<file path="src/rtl/layer_sequencer.sv">
// Runs the layer engines one after another on the shared datapath bus.
// For each layer it pulses a local reset, enables the layer, waits for its done flag, and watches for a timeout.
module layer_sequencer #(
  parameter int N_LAYERS   = 3,
  parameter int SEL_W      = 2,
  parameter int RST_CYCLES = 2,
  parameter int TIMEOUT    = 4096,
  parameter int TO_W       = 13
) (
  input  logic                clk,
  input  logic                iRst_n,
  input  logic                iStart,
  input  logic                iAbort,
  input  logic [N_LAYERS-1:0] iLayerDone,
  input  logic [N_LAYERS-1:0] iLayerOvf,
  output logic [N_LAYERS-1:0] oLayerEna,
  output logic [N_LAYERS-1:0] oLayerRst_n,
  output logic [SEL_W-1:0]    oSel,
  output logic                oBusy,
  output logic                oDone,
  output logic                oOverflow,
  output logic                oTimeout,
  output logic [SEL_W-1:0]    oErrLayer
);

  localparam int RC_W = (RST_CYCLES > 1) ? $clog2(RST_CYCLES) : 1;
  localparam logic [N_LAYERS-1:0] ONE = N_LAYERS'(1);

  typedef enum logic [2:0] {
    ST_IDLE,
    ST_RESET,
    ST_RUN,
    ST_NEXT,
    ST_DONE,
    ST_ERROR
  } state_t;

  state_t              state, state_nxt;
  logic [SEL_W-1:0]    idx, idx_nxt;
  logic [RC_W-1:0]     rcnt, rcnt_nxt;
  logic [TO_W-1:0]     wdog, wdog_nxt;
  logic                ovf, ovf_nxt;
  logic [SEL_W-1:0]    errl, errl_nxt;
  logic [SEL_W-1:0]    sel, sel_nxt;
  logic [N_LAYERS-1:0] ena_nxt, rstn_nxt;
  logic                busy_nxt, done_nxt, to_nxt;
  logic                busy_now;

  always_ff @(posedge clk) begin
    if (!iRst_n) begin
      state       <= ST_IDLE;
      idx         <= '0;
      rcnt        <= '0;
      wdog        <= '0;
      ovf         <= 1'b0;
      errl        <= '0;
      sel         <= '0;
      oLayerEna   <= '0;
      oLayerRst_n <= '1;
      oBusy       <= 1'b0;
      oDone       <= 1'b0;
      oTimeout    <= 1'b0;
    end else begin
      state       <= state_nxt;
      idx         <= idx_nxt;
      rcnt        <= rcnt_nxt;
      wdog        <= wdog_nxt;
      ovf         <= ovf_nxt;
      errl        <= errl_nxt;
      sel         <= sel_nxt;
      oLayerEna   <= ena_nxt;
      oLayerRst_n <= rstn_nxt;
      oBusy       <= busy_nxt;
      oDone       <= done_nxt;
      oTimeout    <= to_nxt;
    end
  end

  assign busy_now = (state == ST_RESET) || (state == ST_RUN) || (state == ST_NEXT);

  always_comb begin
    state_nxt = state;
    idx_nxt   = idx;
    rcnt_nxt  = rcnt;
    wdog_nxt  = wdog;
    ovf_nxt   = ovf;
    errl_nxt  = errl;
    sel_nxt   = sel;
    if (iAbort && busy_now) begin
      state_nxt = ST_IDLE;
    end else begin
      case (state)
        ST_IDLE, ST_DONE, ST_ERROR: begin
          if (iStart && iAbort) begin
            state_nxt = ST_IDLE;
          end else if (iStart) begin
            state_nxt = ST_RESET;
            idx_nxt   = '0;
            rcnt_nxt  = '0;
            ovf_nxt   = 1'b0;
            errl_nxt  = '0;
            sel_nxt   = '0;
          end
        end
        ST_RESET: begin
          if (rcnt == RC_W'(RST_CYCLES - 1)) begin
            state_nxt = ST_RUN;
            wdog_nxt  = '0;
          end else begin
            rcnt_nxt = rcnt + RC_W'(1);
          end
        end
        ST_RUN: begin
          wdog_nxt = wdog + TO_W'(1);
          // Done takes precedence over a watchdog expiry on the same edge.
          if (iLayerDone[idx]) begin
            state_nxt = ST_NEXT;
            ovf_nxt   = ovf | iLayerOvf[idx];
          end else if (wdog == TO_W'(TIMEOUT - 1)) begin
            state_nxt = ST_ERROR;
            errl_nxt  = idx;
          end
        end
        ST_NEXT: begin
          if (idx == SEL_W'(N_LAYERS - 1)) begin
            state_nxt = ST_DONE;
          end else begin
            state_nxt = ST_RESET;
            idx_nxt   = idx + SEL_W'(1);
            sel_nxt   = idx + SEL_W'(1);
            rcnt_nxt  = '0;
          end
        end
        default: state_nxt = ST_IDLE;
      endcase
    end
  end

  // Outputs are decoded from the next state so they register alongside it.
  always_comb begin
    ena_nxt  = '0;
    rstn_nxt = '1;
    busy_nxt = 1'b0;
    done_nxt = 1'b0;
    to_nxt   = 1'b0;
    case (state_nxt)
      ST_RESET: begin
        ena_nxt  = ONE << idx_nxt;
        rstn_nxt = ~(ONE << idx_nxt);
        busy_nxt = 1'b1;
      end
      ST_RUN: begin
        ena_nxt  = ONE << idx_nxt;
        busy_nxt = 1'b1;
      end
      ST_NEXT:  busy_nxt = 1'b1;
      ST_DONE:  done_nxt = 1'b1;
      ST_ERROR: to_nxt   = 1'b1;
      default:  ;
    endcase
  end

  assign oSel      = sel;
  assign oOverflow = ovf;
  assign oErrLayer = errl;

endmodule

</file>
<file path="config.mk">
export PLATFORM = sky130hd
export DESIGN_NAME = layer_sequencer
export DESIGN_NICKNAME = d
export VERILOG_FILES = /design/src/rtl/layer_sequencer.sv
export SDC_FILE = /design/constraint.sdc
export NUM_CORES = 1
export LEC_CHECK = 0
export CAP_MARGIN = 20
export CORE_ASPECT_RATIO = 0.7
export CORE_MARGIN = 2
export CORE_UTILIZATION = 58
export DETAILED_ROUTE_END_ITERATION = 12
export GPL_TIMING_DRIVEN = 0
export PLACE_DENSITY = 0.93
export SETUP_SLACK_MARGIN = 0.2
export SLEW_MARGIN = 20
export SYNTH_ARGS = -nofsm -noshare
export SYNTH_HDL_FRONTEND = slang
export SYNTH_SLANG_ARGS = --single-unit
</file>
<file path="constraint.sdc">
create_clock -name clk -period 3.65 [get_ports clk]
set_input_delay 0.365 -clock clk [delete_from_list [all_inputs] [get_ports clk]]
set_output_delay 0.365 -clock clk [all_outputs]
set_load 0.005 [all_outputs]
</file>
Word level (Yosys, flattened, before mapping)
Index checks and enable logic that the tools add are counted.
{"block": "word_totals", "output_inout_bits": 14, "reg_bits": 33}
{"block": "classes", "muxes": 36, "n_shift": 1, "reduce_logical": 19, "n_addsub": 3, "n_eq_ne": 19, "n_bitwise": 3, "magnitude_cmp": 1}
{"operator": "$pmux 13 s2", "count": 1}
{"operator": "$mux 3", "count": 7}
{"operator": "$mux 2", "count": 9}
{"operator": "$reduce_and 5->1", "count": 3}
{"operator": "$add 13x1->13 const B", "count": 1}
{"operator": "$eq 13x12->1 const B", "count": 1}
{"operator": "$mux 13", "count": 1}
{"operator": "$eq 3x2->1 const B", "count": 4}
{"operator": "$eq 3x3->1 const B", "count": 4}
{"operator": "$pmux 2 s2", "count": 3}
{"operator": "$pmux 3 s4", "count": 1}
{"operator": "$mux 1", "count": 10}
{"operator": "$ne 2x2->1 const B", "count": 5}
{"operator": "$eq 3x1->1 const B", "count": 2}
{"operator": "$reduce_and 6->1", "count": 1}
{"operator": "$reduce_bool 2->1", "count": 3}
{"operator": "$reduce_or 3->1", "count": 2}
{"operator": "$bmux 1 s2", "count": 2}
{"operator": "$ne 2x1->1 const B", "count": 2}
{"operator": "$reduce_and 2->1", "count": 2}
{"operator": "$logic_not 3->1", "count": 1}
{"operator": "$lt 2x3->1 const B", "count": 1}
{"operator": "$not 3->3", "count": 1}
{"operator": "$pmux 1 s3", "count": 1}
{"operator": "12 further kinds", "count": 14}

Longest topological paths before layout
Gate-level depths: netlist of the first run.
{"block": "depth", "depth_word": 8, "depth_mapped": 8, "depth_no_buf": 7}

Worst setup path before layout of the first run
OpenSTA, ideal clock, no wires.
{"block": "synth_path", "path_type": "register to register", "from": "reg idx[0]", "to": "reg oLayerRst_n[1]", "setup_ns": 0.120, "path_stages_with_launch": 9, "n_path_buf": 1, "t_arrival_ns": 1.715, "period_less_slack_ns": 1.835, "required_ns": 3.530, "path_slack_ns": 1.815, "path_cell_list": "dfxtp_1 -> clkbuf_2 -> inv_1 -> ha_1 -> nor2_1 -> a22o_2 -> a2bb2oi_2 -> or3_4 -> or2_1"}
{"block": "synth_between", "elab_chain_len": 7, "word_cells_on_any_way": 17, "classes_between": "add/sub: 1; eq/ne: 2; shift: 1; mux: 11; bitwise: 1; reduce/logical: 1"}
{"element": "from (decl)", "line_no": "39", "text": "logic [SEL_W-1:0] idx, idx_nxt;"}
{"element": "from (signal assigned)", "line_no": "65", "text": "idx <= idx_nxt;"}
{"element": "$bmux 1 s2", "line_no": "116", "text": "if (iLayerDone[idx]) begin"}
{"element": "$mux 1 (not written as such)", "line_no": "116"}
{"element": "$mux 3", "line_no": "116"}
{"element": "$pmux 3 s4", "line_no": "92", "text": "case (state)"}
{"element": "$mux 3", "line_no": "89", "text": "if (iAbort && busy_now) begin"}
{"element": "$eq 3x1->1", "line_no": "146", "text": "case (state_nxt)"}
{"element": "$reduce_and 2->1 (no source line)"}
{"element": "to (signal assigned)", "line_no": "72", "text": "oLayerRst_n <= rstn_nxt;"}
{"element": "to (decl)", "line_no": "17", "text": "output logic [N_LAYERS-1:0] oLayerRst_n,"}
Several ways; a longest one is shown, not always the timed one. The select of a mux whose other input is x is not followed.
A chain may end at the register's enable or synchronous reset.

Final worst setup path of the first run
{"block": "layout_path", "from": "reg idx[0]", "to": "reg oLayerRst_n[2]"}
The elaborated chain is that of the path after synthesis.

==> results of run 1 <==
[logic make-up (layout without fill, tap and decap cells)]
| logic type | Yosys count | after routing |
|---|---|---|
| muxes | 4 | 4 |
| and+or+nand+nor | 84 | 84 |
| adders and majority gates | 3 | 3 |
| AOI/OAI and AO/OA | 45 | 45 |
| xor gates and xnor gates | 10 | 10 |
| buffers and inverters | 13 | 44 |
| DFF | 33 | 33 |
[flip-flops by register name, summed over array words and instances, names as in the netlist]
register and cells:
oLayerRst_n 3, oSel 2, oErrLayer 2, idx 2, oBusy 1, oLayerEna 3, oOverflow 1, rcnt 1
oTimeout 1, wdog 13, state 3, oDone 1
[routing by layer]
metal	vias to the layer above	part of all wire (%)
met2	50	44
met5	-	0
met3	2	7.3
li1	744	-
met4	0	0.56
met1	669	48
[metrics by stage]
stage | cells | total power, mW
3_5_place_dp | 251 | 0.4468
3_3_place_gp | 251 | 0.4454
4_1_cts | 259 | 0.7036
5_1_grt | 259 | 0.7288
6_report | 259 | 0.6977
2_1_floorplan | 192 | 0.4190
[worst max-delay path by stage]
| stage | from | to |
|---|---|---|
| after floorplan | idx[0] | oLayerRst_n[1] |
| after global placement | iAbort | wdog[11] |
| after detailed placement | iAbort | oLayerRst_n[1] |
| after CTS | idx[0] | oLayerRst_n[1] |
| after global routing | idx[0] | oLayerRst_n[2] |
| final | idx[0] | oLayerRst_n[2] |
[cell usage in the layout (no fill, tap or decap), types with 3 or more instances in the layout]
cell | netlist | routed
sky130_fd_sc_hd__a31oi_1 | 5 | 5
sky130_fd_sc_hd__a21oi_1 | 16 | 16
sky130_fd_sc_hd__dfxtp_1 | 33 | 33
sky130_fd_sc_hd__xor2_1 | 8 | 8
sky130_fd_sc_hd__clkbuf_8 | 0 | 5
sky130_fd_sc_hd__nand3_1 | 8 | 8
sky130_fd_sc_hd__clkdlybuf4s50_1 | 0 | 23
sky130_fd_sc_hd__ha_1 | 3 | 3
sky130_fd_sc_hd__nor2_1 | 26 | 26
sky130_fd_sc_hd__clkbuf_1 | 1 | 4
sky130_fd_sc_hd__buf_6 | 4 | 4
sky130_fd_sc_hd__nand2_1 | 17 | 17
sky130_fd_sc_hd__mux2i_1 | 3 | 3
sky130_fd_sc_hd__o21ai_0 | 3 | 3
sky130_fd_sc_hd__inv_1 | 6 | 6
sky130_fd_sc_hd__nand4_1 | 4 | 4
sky130_fd_sc_hd__or2_1 | 3 | 3
[worst max-delay path, stage by stage, from the launching register on]
cell	delay [ps]
sky130_fd_sc_hd__dfxtp_1	310
sky130_fd_sc_hd__clkbuf_2	190
sky130_fd_sc_hd__inv_1	150
sky130_fd_sc_hd__ha_1	290
sky130_fd_sc_hd__nor2_1	110
sky130_fd_sc_hd__a22o_2	170
sky130_fd_sc_hd__a2bb2oi_2	80
sky130_fd_sc_hd__or3_4	420
sky130_fd_sc_hd__or2_1	240
[final cells by class]
type,instances,area (um^2)
Multi-Input combinational cell,146,1031
Clock buffer,8,80.08
Buffer,6,53.80
Tap cell,36,45.04
Inverter,7,26.28
Sequential cell,33,660.6
Fill cell,194,715.7
Timing Repair Buffer,23,230.2
[report_power, final]
part	internal, mW	total, mW	switching [mW]	leakage [nW]
registers	0.365	0.368	0.00275	0.267
logic	0.0341	0.0720	0.0379	0.447
clock network	0.135	0.258	0.122	0.0395
total	0.535	0.698	0.163	0.753
==> run summary, run 1 <==
• 24 — I/O pins
• 0 — remaining global-route overflow
• 0 — post_cts resized
• 1465 — via total after detailed routing
• 0 — Post-CTS Hold Fix Bufs
• 0 ps — setup tns final
• 0.9194 — final weighted congestion of routability-driven global placement
• 74.82% — post-layout utilization of the core
• oLayerRst_n[2] — Reg2Reg Capture Point
• 75 — DRT iter0 DRCs
• 9 — peak fanout along the critical path
• idx[0] — r2r startpoint
• 0 — post-route ant nets
• 2230 ps — crit path DAT
• 0 — YS warnings
• 70.06 um — overall die width
• 23.14% — global-route usage over all layers
• 4.321 ps — Setup Skew
• 0 — Pins Over Slew Limit
• 3718 um — routed wire length
• 0 — post-CTS setup buffers
• 2844 um — half-perimeter wire length after detailed placement
• 2843 um^2 — placeable core region
• 20.06% — synthesis-to-layout area growth
• finished clean — result of the run
• yes — clock tree from TritonCTS
• 3820 ps — required time of the critical path
• simple AND/OR/NAND/NOR gates — largest family of logic cells by synthesized area
• 50.24 um — overall die height
• oSel[0] — HP Start
• 280 ps — Worst-Skew Late Latency
• sky130_fd_sc_hd__dfxtp_1 — top flip-flop cell by instance count after synthesis
• sky130_fd_sc_hd__dfxtp_1 — most frequently used cell type in the post-synthesis netlist
• 1594 ps — post-route worst setup slack
• flip-flop — endpoint kind of the worst setup timing path
• 32.42% — met1 track demand over resource in global routing
• 62.32% — effective utilization at floorplan
• 4.944% — xor/xnor share of the synthesized area
• 70.57% — max_slew headroom
• 0 — Antenna Cells
• 16 — row count
• 1772 um^2 — post-synthesis instance area
• 27.97% — share of synthesized cell area in and, or, nand and nor gates
• 328.0 nW/um^2 — power density of the placed cells
• 33 x sky130_fd_sc_hd__dfxtp_1, 26 x sky130_fd_sc_hd__nor2_1, 17 x sky130_fd_sc_hd__nand2_1 — top cells by instance count after synthesis
• 14.36 um — average routed wire per standard cell
• oSel[0] — worst hold path endpoint
• no — unrepaired setup endpoints after global routing
• 20.83% — compound-cell area share of the yosys netlist
• 1590 ps — register-to-register path setup slack
• 5.656 — via density per instance
• sky130_fd_sc_hd__dfxtp_1 — Synth area leader
• 6265 um — global-route wire length before repair
• 9.228 um^2 — Syn Area/Cell
• 2127 um^2 — final instance area
• 0 — DRC viols
• 56 — Cell variety after synth
• 0 — final hold violations
• 3520 um^2 — die area
• reg2reg — critical path class
• 33 — number of flip-flops and latches in the synthesized netlist
• 37.29% — area share of the leading cell type in the synthesized netlist
• 56.33% — period utilisation layout
• 23 — IO buf count
• 1398 ps — worst slack at placement
• 0% — fraction of registers with async set/reset
• 4 — number of optimization iterations in the first detailed-route pass
• 2.331% — mux share of post-synthesis cell area
• 192 — gate count after technology mapping
• 0 — setup violation total in the final timing report
• 0 — count of flip-flops with a built-in enable after synthesis
• 2 — hold path depth
• 235 — Final Net Count
• 2047 um^2 — Placement Cell Area
• 5 — number of buffers created by CTS
• flip-flop — type of element launching the critical path
• 2 — clock tree buffer depth
• 2.119% — synthesized-area fraction occupied by adder cells
• 205 — net count after synthesis
• 0.7535 nW — P_leak
• 60 ps — clock slew seen by the registers of the worst setup and hold paths
• 1340 — number of global-route vias before repair
• 33 — number of clock sinks seen by CTS
• 2 — deepest level of the CTS H-tree
• 489.0 ps — post-route worst hold slack
• met2 — grt peak-use layer
• 7.831% — met3 capacity usage during global routing
• 0 — Max Cap Violations
• 0 — initial antenna violation count
• 0.4864 GHz — top achievable clock speed
• 8 — Reg2Reg Depth
• sky130_fd_sc_hd__dfxtp_1 37%, sky130_fd_sc_hd__nor2_1 5.5%, sky130_fd_sc_hd__a21oi_1 4.5%, sky130_fd_sc_hd__xor2_1 4.0%, sky130_fd_sc_hd__nand2_1 3.6% — top cells by area, synth
• 2056 ps — post-route minimum period
• 0.3714 mV — peak ir drop on the vdd network
• 37.29% — register area share after synthesis
• 35.24% — Global Route met2 Usage
• 15.25% — layout cells sized above 1
• 11 — maximum number of pins on one net before global-route repair
• sky130_fd_sc_hd__clkbuf_8 — cell at the root of the clock tree
• reg2reg — Min-Delay Path Class
• 438.2 ps — Least-Margin Pin Slew
(Power assumes the default switching activity.)
==> run 2, diff against run 1 <==
--- a/config.mk
+++ b/config.mk
@@ -8,10 +8,10 @@
 export CAP_MARGIN = 20
 export CORE_ASPECT_RATIO = 0.7
 export CORE_MARGIN = 2
-export CORE_UTILIZATION = 58
+export CORE_UTILIZATION = 54
 export DETAILED_ROUTE_END_ITERATION = 12
 export GPL_TIMING_DRIVEN = 0
-export PLACE_DENSITY = 0.93
+export PLACE_DENSITY = 0.88
 export SETUP_SLACK_MARGIN = 0.2
 export SLEW_MARGIN = 20
 export SYNTH_ARGS = -nofsm -noshare
==> constraint.sdc (replaced) <==
create_clock -name clk -period 2.05 [get_ports clk]
set_input_delay 0.205 -clock clk [delete_from_list [all_inputs] [get_ports clk]]
set_output_delay 0.205 -clock clk [all_outputs]
set_load 0.005 [all_outputs]
==> run summary, run 2 (same netlist as run 1, synthesis figures left out) <==
• 475.4 ps — post-route worst hold slack
• simple AND/OR/NAND/NOR gates — kind of cell adding the most delay to the critical path
• 2049 um^2 — Placement Cell Area
• 3148 um^2 — placeable core region
• 256.5 ps — post-route worst setup slack
• 24 — I/O pins
• 0 — setup violation total in the final timing report
• 17 — row count
• 6 — peak fanout along the critical path
• 3844 um — routed wire length
• 1320 — number of global-route vias before repair
• 33 — number of clock sinks seen by CTS
• sky130_fd_sc_hd__clkbuf_8 — cell at the root of the clock tree
• 0 — remaining global-route overflow
• 0.8725 — final weighted congestion of routability-driven global placement
• 240 — Final Net Count
• 0 — Max Cap Violations
• 56.28% — effective utilization at floorplan
• 2 — clock tree buffer depth
• 11 — maximum number of pins on one net before global-route repair
• 72.46 um — overall die width
• buf_8, inv_4, ha_4, nor2_1, a22o_2, a2bb2oi_2, or3_4, or2_1 — crit path cell chain
• 5.733 — via density per instance
• in2reg — Min-Delay Path Class
• 25.99% — synthesis-to-layout area growth
• 32 x sky130_fd_sc_hd__dfxtp_1, 26 x sky130_fd_sc_hd__nor2_1, 22 x sky130_fd_sc_hd__clkdlybuf4s50_1, 17 x sky130_fd_sc_hd__nand2_1, 16 x sky130_fd_sc_hd__a21oi_1 — commonest cells after routing, fill and taps aside
• 420 ps — critical path's largest stage delay
• 4 — number of optimization iterations in the first detailed-route pass
• no — unrepaired setup endpoints after global routing
• -72.07 ps — worst slack at placement
• 1793 ps — post-route minimum period
• 70 ps — clock slew seen by the registers of the worst setup and hold paths
• 2232 um^2 — final instance area
• 0 — Pins Over Slew Limit
• finished clean — result of the run
• 140 — DRT iter0 DRCs
• 19.30% — layout cells sized above 1
• 2220 ps — required time of the critical path
• 69.64% — max_slew headroom
• 0 — post-route ant nets
• 0 — Antenna Cells
• 2 — CP Buf/Inv Count
• 631.8 nW/um^2 — power density of the placed cells
• 0 — DRC viols
• sky130_fd_sc_hd__dfxtp_1 — most common library cell in the layout ignoring fill and taps
• 1960 ps — crit path DAT
• 0.5576 GHz — top achievable clock speed
• 2773 um — half-perimeter wire length after detailed placement
• 1525 — via total after detailed routing
• 0 — initial antenna violation count
• 23 — IO buf count
• wdog — top register by number of flip-flops
• 455.4 ps — Least-Margin Pin Slew
• flip-flop — type of element launching the critical path
• reg2reg — critical path class
• 21.62% — global-route usage over all layers
• 0.6013 mV — peak ir drop on the vdd network
• 14.45 um — average routed wire per standard cell
• 6210 um — global-route wire length before repair
• 51.93 um — overall die height
• flip-flop — endpoint kind of the worst setup timing path
• 13 — max reg flops
• 8.608 ps — Setup Skew
• 87.49% — period utilisation layout
• 3762 um^2 — die area
• 5 — number of buffers created by CTS
• 2 — deepest level of the CTS H-tree
• sky130_fd_sc_hd__or3_4 — standard cell with the maximum stage delay on the critical path
• yes — clock tree from TritonCTS
• 0 — final hold violations
• 0.8142 nW — P_leak
• 280 ps — Worst-Skew Late Latency
run 2: repair_timing:
| action | 4_1_cts | 5_1_grt |
|---|---|---|
| hold buffers | 0 | 0 |
| pin swaps | 2 | 3 |
| setup buffers | 1 | 4 |
| setup endpoints to repair | 8 | 11 |
| resized for setup | 4 | 5 |
run 2: routing by layer:
layer  share of wire [%]  track usage, %  wire (um)  vias up
met5                   0               0          0        -
met4                0.65           4.630         25        0
met3                 8.9           6.589        341        5
met2                  42           31.50       1630       63
met1                  48           31.35       1846      701
li1                    -               -          -      756
run 2: worst paths after layout:
kind	startpoint	to	slack (ps)	cells after the start
worst max-delay path	idx[0]	oLayerRst_n[2]	260	8
worst min-delay path	iAbort	rcnt	480	4
worst max register to register	idx[0]	oLayerRst_n[2]	260	8
worst min register to register	oSel[0]	oSel[0]	510	2
run 2: final cells by class:
cell class	count	area, um^2
Multi-Input combinational cell	146	1044
Fill cell	242	915.9
Sequential cell	33	661.9
Timing Repair Buffer	28	270.3
Clock buffer	7	86.33
Buffer	6	63.81
Tap cell	38	47.55
Clock inverter	1	30.03
Inverter	7	28.78
run 2: where the power goes:
group          switching (mW)  total, mW  internal [mW]
Sequential            0.00497      0.655          0.650
Clock                   0.231      0.627          0.396
Combinational          0.0675      0.128         0.0608
run 2: worst reg2reg max path: cells and delay by family (launching register included):
kind / cells / cell delay (ps)
DFF: 1 / 330
buffers and inverters: 2 / 180
and+or+nand+nor: 3 / 760
AOI/OAI and AO/OA: 2 / 250
adders and majority gates: 1 / 170
run 2: metrics by stage:
step                std cells  TNS [ps]  total power, mW  utilization (%)
floorplan                 192         0           0.7459                -
global placement          253    -62.65           0.7927            65.10
detailed placement        253    -189.3           0.7952            65.10
CTS                       262         0            1.419            69.40
global route              266         0            1.453            70.91
finish                    266         0            1.410            70.91
==> RTL change, RTL diff (config.mk and constraints of run 1) <==
Change the parameter `RST_CYCLES` from 2 to 8.
--- a/src/rtl/layer_sequencer.sv
+++ b/src/rtl/layer_sequencer.sv
@@ -3,7 +3,7 @@
 module layer_sequencer #(
   parameter int N_LAYERS   = 3,
   parameter int SEL_W      = 2,
-  parameter int RST_CYCLES = 2,
+  parameter int RST_CYCLES = 8,
   parameter int TIMEOUT    = 4096,
   parameter int TO_W       = 13
 ) (
Check against the original RTL: not equivalent (a bounded check fails within 4 cycles, from zero or initial values and one cycle with iRst_n low).
==> RTL change against run 1 <==
  * Cell area up 1.6%
  * First-iteration DRC count rose to 3.4 times the old value
  * Cell count grew 8.5%
  * Synthesized area is 0.99% higher
  * Die area is 0.92% higher
  * Routed wire length increased by 15%
  * Power increased by 17%
  * Sequential cell count is 2 higher
  * Setup slack lost 0.19 ns
  * Global-route usage rose by 3.2 points
  * Highest routed layer unchanged
==> RTL change: results (changes against run 1) <==
| Metric | Value |
|---|---|
| DR vias | 1,737 (+19%) |
| Worst vdd ir | 0.2552 mV (-31%) |
| Worst hold start | wdog[12] |
| Sequential cell area fraction in the yosys report | 39.16% (+1.9 points) |
| Clk buf depth | 2 (unchanged) |
| Max Cap Violations | 0 (unchanged) |
| Leakage power | 0.7804 nW (+3.6%) |
| GPL Wtd Cong | 0.8738 (-5.0%) |
| Worst-skew pair later-pin latency | 0.30 ns (+0.02 ns) |
| Post-Synth XOR/XNOR Area | 4.895% (-0.048 points) |
| Initial antenna violation count | 0 (unchanged) |
| Status | complete, no violations |
| Commonest cells post-synth | dfxtp_1, nand2_1, nor2_1 |
| Worst slew pin tran | 0.7223 ns (+0.2841 ns) |
| CTS resizes | 0 (unchanged) |
| Post-synthesis mux area share | 3.916% (+1.6 points) |
| Share of layout cells above drive strength 1 | 6.531% (-8.7 points) |
| Cell count of the worst hold path | 1 (-1) |
| Ys async rst share | 0% (unchanged) |
| CP max FO | 9 (unchanged) |
| DPL Wire Length | 3060 um (+7.6%) |
| Largest register FFs | 13 (unchanged) |
| YS warnings | 0 (unchanged) |
| Setup Skew | 0.01106 ns (+0.006737 ns) |
| Syn nets | 231 (+13%) |
| Synth area leaders | dfxtp_1, nand2_1, nor2_1 |
| DR iter-0 viols | 256 (+240%) |
| Pin count of the biggest net entering global routing | 12 (+1) |
| Reg2reg end | oLayerRst_n[0] |
| Post-CTS setup buffer count | 0 (unchanged) |
| # diodes | 0 (unchanged) |
| Top_reg_cell synth | dfxtp_1 |
| Compound-gate portion of the synthesized area | 20.35% (-0.48 points) |
| Count of input and output buffers | 21 (-8.7%) |
| Worst Hold End | wdog[12] |
| Post-Synth Adder-Cell Area | 3.497% (+1.4 points) |
| Initial DRT Pass Iterations | 5 (+1) |
| Worst hold path type | reg2reg |
| Setup Slack @ Placement | 1.260 ns (-0.1375 ns) |
| Synth unique cells | 43 (-23%) |
| Number of global-route vias before repair | 1,560 (+16%) |
| Nets@finish | 259 (+10%) |
| Worst-path clk slew | 0.08 ns (+0.02 ns) |
| Fillers | 181 (-6.7%) |
| Worst R2R Path Depth | 7 (-1) |
| Residual DRC | 0 (unchanged) |
| Reg with most FFs | wdog |
| Wire length per cell | 15.23 um (+6.1%) |
| Worst r2r src | idx[0] |
| H-tree Lvls | 2 (unchanged) |
| Global Route Usage Sum | 26.33% (+3.2 points) |
| Clock buffer count from CTS | 5 (unchanged) |
| Crit path DAT | 2.40 ns (+0.17 ns) |
| First-pass GRT wire length | 7134 um (+14%) |
| Clk Tree Root Cell | clkbuf_8 |
| Worst reg2reg setup slack | 1.40 ns (-0.19 ns) |
## RTL change: worst max-delay path by stage
stage | start | end | slack [ns]
after floorplan | wdog[3] | oLayerEna[1] | 1.69
after global placement | iAbort | wdog[5] | 1.28
after detailed placement | iAbort | wdog[5] | 1.26
after CTS | idx[0] | oLayerRst_n[0] | 1.48
after global routing | idx[0] | oLayerRst_n[0] | 1.22
final | idx[0] | oLayerRst_n[0] | 1.40
## RTL change: worst max-delay path: stages (launching register included)
cell      delay, ns
dfxtp_1        0.31
clkbuf_1       0.30
inv_1          0.17
ha_1           0.33
mux2i_1        0.30
a22oi_1        0.14
nor3_1         0.34
o221ai_1       0.21
## RTL change: power by group
part | switching [mW] | internal, mW
clock network | 0.148 | 0.221
registers | 0.00139 | 0.385
logic | 0.0335 | 0.0276
total | 0.183 | 0.634
## RTL change: area by class of cell
class                           instances  share of cell area (%)
Multi-Input combinational cell        163                   47.16
Sequential cell                        35                   32.41
Timing Repair Buffer                   21                   9.722
Clock buffer                            6                   3.819
Buffer                                 14                   2.488
Tap cell                               36                   2.083
Clock inverter                          2                   1.620
Inverter                                4                  0.6944
## RTL change: kinds of logic (layout without fill, tap and decap cells)
kind of cell               Yosys count  in the layout
buffers and inverters               18             47
AOI/OAI and AO/OA                   51             51
adders and majority gates            5              5
DFF                                 35             35
and+or+nand+nor                     90             90
muxes                                7              7
xor gates and xnor gates            10             10
## RTL change: layer usage
metal / vias to the layer above / wire length [um] / global-route usage, %
met5: - / 0 / 0
met4: 0 / 129 / 14.42
met3: 23 / 442 / 7.229
met2: 106 / 1776 / 37.58
met1: 778 / 1931 / 36.00
li1: 830 / - / -
## RTL change: stage by stage
| step | std cells | hold slack (ns) | cell area, sq um |
|---|---|---|---|
| after CTS | 281 | 0.4621 | 2162 |
| after global placement | 273 | 0.4479 | 2044 |
| after global routing | 281 | 0.4950 | 2162 |
| after floorplan | 216 | 0.4395 | 1789 |
| final | 281 | 0.4746 | 2162 |
| after detailed placement | 273 | 0.4611 | 2044 |
